<file path="src/rtl/keylock_code_datapath.sv">
// Keylock digit-entry buffer, code storage and blink sequencer.
// Supplies match/ValidNewUC/DoneBlink to the controller and drives LED1/LEDblink.
module keylock_code_datapath #(
    parameter int          MAX_DIGITS   = 8,
    parameter int          MIN_DIGITS   = 4,
    parameter int          PC_LEN       = 4,
    parameter logic [31:0] PC_CODE      = 32'h0000_1234,
    parameter int          BLINK_CYCLES = 12_500_000,
    parameter int          BLINK_COUNT  = 3
) (
    input  logic       clk,
    input  logic       reset,
    input  logic [3:0] keypress,
    input  logic       rdy,
    input  logic       CheckPC,
    input  logic       LOCKING,
    input  logic       CheckValidUC,
    input  logic       confirmUC,
    input  logic       ToggleLED1,
    input  logic       error,
    input  logic       Chillin,
    output logic       match,
    output logic       ValidNewUC,
    output logic       DoneBlink,
    output logic       LED1,
    output logic       LEDblink,
    output logic [3:0] entry_len
);

    localparam int BW = 4 * MAX_DIGITS;
    localparam int CW = $clog2(BLINK_CYCLES + 1);
    localparam int PW = $clog2(BLINK_COUNT + 1);

    localparam logic [BW-1:0] PC_WORD   = BW'(PC_CODE);
    localparam logic [3:0]    MAX_L     = 4'(MAX_DIGITS);
    localparam logic [3:0]    MIN_L     = 4'(MIN_DIGITS);
    localparam logic [3:0]    PC_L      = 4'(PC_LEN);
    localparam logic [CW-1:0] CNT_LAST  = CW'(BLINK_CYCLES - 1);
    localparam logic [PW-1:0] PAIR_LAST = PW'(BLINK_COUNT - 1);

    typedef enum logic [1:0] {B_IDLE, B_ON, B_OFF, B_DONE} blink_t;

    logic [BW-1:0] buffer, pend_code, uc_code;
    logic [3:0]    pend_len, uc_len;
    logic          ovf, uc_valid;
    logic          is_digit, is_clear, prog_key;

    always_comb begin
        is_digit = (keypress <= 4'd6);
        is_clear = (keypress == 4'd7) || (keypress == 4'd8) || (keypress == 4'd9);
        prog_key = (keypress == 4'd8);
    end

    // Entry buffer: shift in digits, saturate with sticky overflow, clear on 7/8/9
    always_ff @(posedge clk or posedge reset) begin
        if (reset) begin
            buffer    <= '0;
            entry_len <= '0;
            ovf       <= 1'b0;
        end else if (rdy) begin
            if (is_digit) begin
                if (entry_len != MAX_L) begin
                    buffer    <= {buffer[BW-5:0], keypress};
                    entry_len <= entry_len + 4'd1;
                end else begin
                    ovf <= 1'b1;
                end
            end else if (is_clear) begin
                buffer    <= '0;
                entry_len <= '0;
                ovf       <= 1'b0;
            end
        end
    end

    // Both code updates see the pre-clear entry and the pre-update pending code
    always_ff @(posedge clk or posedge reset) begin
        if (reset) begin
            pend_code <= '0;
            pend_len  <= '0;
            uc_code   <= '0;
            uc_len    <= '0;
            uc_valid  <= 1'b0;
        end else if (rdy && prog_key) begin
            if (CheckValidUC && ValidNewUC) begin
                pend_code <= buffer;
                pend_len  <= entry_len;
            end
            if (confirmUC && match) begin
                uc_code  <= pend_code;
                uc_len   <= pend_len;
                uc_valid <= 1'b1;
            end
        end
    end

    always_comb begin
        match = 1'b0;
        if (!ovf) begin
            if (CheckPC)
                match = (entry_len == PC_L) && (buffer == PC_WORD);
            else if (LOCKING)
                match = uc_valid && (entry_len == uc_len) && (buffer == uc_code);
            else if (confirmUC)
                match = (entry_len == pend_len) && (buffer == pend_code);
        end
    end

    always_comb begin
        ValidNewUC = !ovf && (entry_len >= MIN_L) && (entry_len <= MAX_L);
    end

    always_ff @(posedge clk or posedge reset) begin
        if (reset)
            LED1 <= 1'b0;
        else if (ToggleLED1)
            LED1 <= ~LED1;
    end

    logic          trig, trig_d;
    blink_t        state, state_nx;
    logic [CW-1:0] cnt, cnt_nx;
    logic [PW-1:0] pairs, pairs_nx;

    always_comb begin
        trig = error | Chillin;
    end

    always_ff @(posedge clk or posedge reset) begin
        if (reset) begin
            state  <= B_IDLE;
            cnt    <= '0;
            pairs  <= '0;
            trig_d <= 1'b0;
        end else begin
            state  <= state_nx;
            cnt    <= cnt_nx;
            pairs  <= pairs_nx;
            trig_d <= trig;
        end
    end

    always_comb begin
        state_nx = state;
        cnt_nx   = cnt;
        pairs_nx = pairs;
        case (state)
            B_IDLE: begin
                if (trig && !trig_d) begin
                    state_nx = B_ON;
                    cnt_nx   = '0;
                    pairs_nx = '0;
                end
            end
            B_ON: begin
                if (!trig) begin
                    state_nx = B_IDLE;
                end else if (cnt == CNT_LAST) begin
                    state_nx = B_OFF;
                    cnt_nx   = '0;
                end else begin
                    cnt_nx = cnt + CW'(1);
                end
            end
            B_OFF: begin
                if (!trig) begin
                    state_nx = B_IDLE;
                end else if (cnt == CNT_LAST) begin
                    cnt_nx   = '0;
                    pairs_nx = pairs + PW'(1);
                    state_nx = (pairs == PAIR_LAST) ? B_DONE : B_ON;
                end else begin
                    cnt_nx = cnt + CW'(1);
                end
            end
            B_DONE:  state_nx = B_IDLE;
            default: state_nx = B_IDLE;
        endcase
    end

    always_comb begin
        LEDblink  = (state == B_ON);
        DoneBlink = (state == B_DONE);
    end

endmodule

</file>
<file path="config.mk">
export PLATFORM = sky130hd
export DESIGN_NAME = keylock_code_datapath
export DESIGN_NICKNAME = d
export VERILOG_FILES = /design/src/rtl/keylock_code_datapath.sv
export SDC_FILE = /design/constraint.sdc
export NUM_CORES = 1
export LEC_CHECK = 0
export BUFFER_PORTS_ARGS = -buffer_cell sky130_fd_sc_hd__buf_4
export CELL_PAD_IN_SITES_DETAIL_PLACEMENT = 1
export CELL_PAD_IN_SITES_GLOBAL_PLACEMENT = 1
export CORE_MARGIN = 10
export CORE_UTILIZATION = 45
export CTS_BUF_LIST = sky130_fd_sc_hd__clkbuf_8 sky130_fd_sc_hd__clkbuf_16
export DETAILED_ROUTE_END_ITERATION = 16
export GPL_ROUTABILITY_DRIVEN = 0
export GPL_TIMING_DRIVEN = 0
export PLACE_DENSITY = 0.71
export SLEW_MARGIN = 20
export SYNTH_ARGS = -nofsm -noshare
export SYNTH_HDL_FRONTEND = slang
export SYNTH_SLANG_ARGS = --single-unit
export TNS_END_PERCENT = 10
</file>
<file path="constraint.sdc">
create_clock -name clk -period 6.1 [get_ports clk]
set_clock_uncertainty 0.2 [all_clocks]
set_input_delay 0.61 -clock clk [delete_from_list [all_inputs] [get_ports clk]]
set_output_delay 0.61 -clock clk [all_outputs]
set_load 0.02 [all_outputs]
</file>
==> flow_summary.json <==
{
  "hold_depth": 2,
  "cts.sink_count": 140,
  "drt-initial-drc-count": 255,
  "viasPerCell": 5.659,
  "antenna_found_initial": 0,
  "finalWorstSetupSlack_ps": 2701,
  "wirelength_um": 17090,
  "row_count": 44,
  "port_buffers": 22,
  "clk_path_buf_depth": 2,
  "min_path_type": "in -> reg",
  "max_freq_mhz": 294.2,
  "irDropWorstVdd_mv": 0.2218,
  "dp_worst_setup_slack_ps": 2870,
  "hpwl_um": 12130,
  "ctsResizeCount": 0,
  "diodes": 0,
  "async_flop_share": 1.000,
  "synth_fp_nets": 589,
  "status": "completed",
  "drt-met1-wl_um": 7565,
  "clockRootBuffer": "clkbuf_16",
  "num-nets-final": 632,
  "tightestPinTransition_ps": 772.6,
  "yosys.area.top_type_share": 0.5223,
  "utilization": 0.5351,
  "wl_per_cell_um": 21.17,
  "synthTopCellsByArea": "dfrtp_1 52%, xnor2_1 7.6%, mux2_2 7.4%, mux2_1 4.9%, a22o_1 4.2%",
  "grt_pass1_vias": 5056,
  "setup_viol": 0,
  "synth_top_flop_cell": "dfrtp_1",
  "syn_inst": 567,
  "die_w_um": 142.1,
  "grt_usage": 0.1780,
  "ys_ff_latch": 140,
  "power_density_mw_per_mm2": 321.3,
  "synth-seq-area-share": 0.5223,
  "relSlewSlack": 0.4795,
  "die_h_um": 142.1,
  "initial_utilization": 0.4598,
  "slew_viol_final": 0,
  "hold_viol_final": 0,
  "cp.required_ps": 5290,
  "worst-path-max-fanout": 6,
  "synth_cell_types": 41,
  "h-tree-depth": 4,
  "worstRegToRegCells": 7,
  "via_count": 4567,
  "critPathKind": "reg -> out",
  "p_leak_nw": 3.725,
  "dr.pass1.iters": 4,
  "finalCriticalPeriod_ps": 3399,
  "syn_avg_cell_area_um2": 11.83,
  "syn2layout_area_growth_pct": 16.38,
  "grt_pass1_wl_um": 27730,
  "grt_max_degree": 106,
  "cts_tree": "done",
  "yosysWarningCount": 0,
  "ant_nets": 0,
  "highest_layer": "met4",
  "ff2ff_setup_slack_ps": 2940,
  "cts_made_buffers": 17,
  "top_level_ports": 23,
  "fill_cells": 1527,
  "syn_area_mm2": 0.006708,
  "period_share": 0.5571,
  "cp-end-kind": "primary output",
  "cp.arrival_ps": 2590,
  "insertion_delay_ps": 430,
  "holdWs_ps": 156.2,
  "final_layout_size_suffix_gt1_frac": 0.1814,
  "synth-edff-count": 0,
  "grt_setup_unrepaired": "no",
  "synth_area_leader_cell": "dfrtp_1",
  "drc": 0,
  "drv_cap": 0,
  "cts.reportedPaths.clkPinSlew_ps": 60,
  "grt_overflow": 0,
  "tns_ps": 0,
  "route.met2.wl_um": 8552,
  "core_mm2": 0.01459,
  "wl_met3_um": 603,
  "die_area_mm2": 0.02019,
  "startpoint_type": "register"
}
==> power breakdown <==
group / internal, mW / switching [mW] / total (mW)
clock: 0.737 / 0.417 / 1.15
sequential: 0.960 / 0.0359 / 0.995
combinational: 0.118 / 0.240 / 0.358
total: 1.81 / 0.693 / 2.51
==> timing repair <==
item / in CTS / in global routing
hold buffers: 1 / 0
setup buffers: 0 / 0
endpoints found under the hold margin: 35 / 0
==> final timing paths <==
| check | startpoint | end |
|---|---|---|
| min reg2reg | LED1 | LED1 |
| max reg2reg | entry_len[1] | uc_code[9] |
| max in group asynchronous | reset | buffer[9] |
| max | buffer[17] | match |
| min in group asynchronous | reset | entry_len[2] |
| min | ToggleLED1 | LED1 |
==> cells by family after synthesis <==
kind of cell,synth area share
flops,0.5223
fa+ha+maj,0.01492
compound gates,0.07443
mux,0.1226
buf+inv,0.02369
simple gates,0.1246
xor+xnor,0.1175
==> layout make-up <==
type | count | area, um2 | share of cell area
Buffer | 26 | 125.1 | 0.01603
Clock buffer | 18 | 439.2 | 0.05626
Clock inverter | 14 | 219.0 | 0.02805
Inverter | 9 | 41.29 | 0.005289
Multi-Input combinational cell | 392 | 3045 | 0.3901
Sequential cell | 140 | 3503 | 0.4488
Tap cell | 184 | 230.2 | 0.02949
Timing Repair Buffer | 24 | 202.7 | 0.02597
==> cell usage after synthesis (all sizes together) (2+ instances only) <==
cell type and count:
xor2 32, o41ai 2, inv 9, dfrtp 140, nand3 14, clkbuf 19
nor4bb 3, nor4 12, nand4 24, and4 2, a21oi 4, nand2b 4
xnor2 58, o21ai 17, buf 7, ha 8, mux2 73, and3 8
nor3 4, nor2 39, nor2b 2, nand2 26, a22o 32, or2 4
o31ai 5, and2 5, nor4b 3
==> cell usage in the layout (no fill, tap or decap), drive strengths merged, types with 2 or more instances in the layout <==
cell and n:
and2 5, or2 4, inv 11, mux2 73, o41ai 2, clkbuf 37, o21ai 17, nor3 4
nor2 39, xnor2 58, dfrtp 140, nor4b 3, buf 30, a22o 32, nor2b 2, o31ai 5
nand2 26, clkinv 3, and3 8, nor4bb 3, xor2 32, nand3 14, clkinvlp 4, nand4 24
a21oi 4, and4 2, ha 8, nor4 12, bufinv 5, nand2b 4
==> through the flow <==
step	instances	total power [mW]	cell area (um2)
floorplan	567	1.238	6708
global placement	773	1.350	7103
detailed placement	774	1.369	7138
CTS	807	2.530	7806
global route	807	2.622	7806
finish	807	2.508	7806
==> routing by layer <==
metal,vias up,GRT usage
li1,2109,-
met1,2365,0.2169
met2,67,0.2961
met3,26,0.04773
met4,0,0.06401
met5,-,0
==> sequential cells by signal (all words and copies together), names as in the netlist <==
name,count
LED1,1
buffer,32
cnt,24
entry_len,4
ovf,1
pairs,2
pend_code,32
pend_len,4
state,2
trig_d,1
uc_code,32
uc_len,4
uc_valid,1
==> worst max-delay path: stages, from the launching register on <==
cell      delay [ps]
dfrtp_1          360
clkbuf_1         210
nor4b_1          620
nand4_1          210
nor4_1           420
or2_2            210
buf_4            140
No activity file was read; power rests on OpenSTA's default activity.
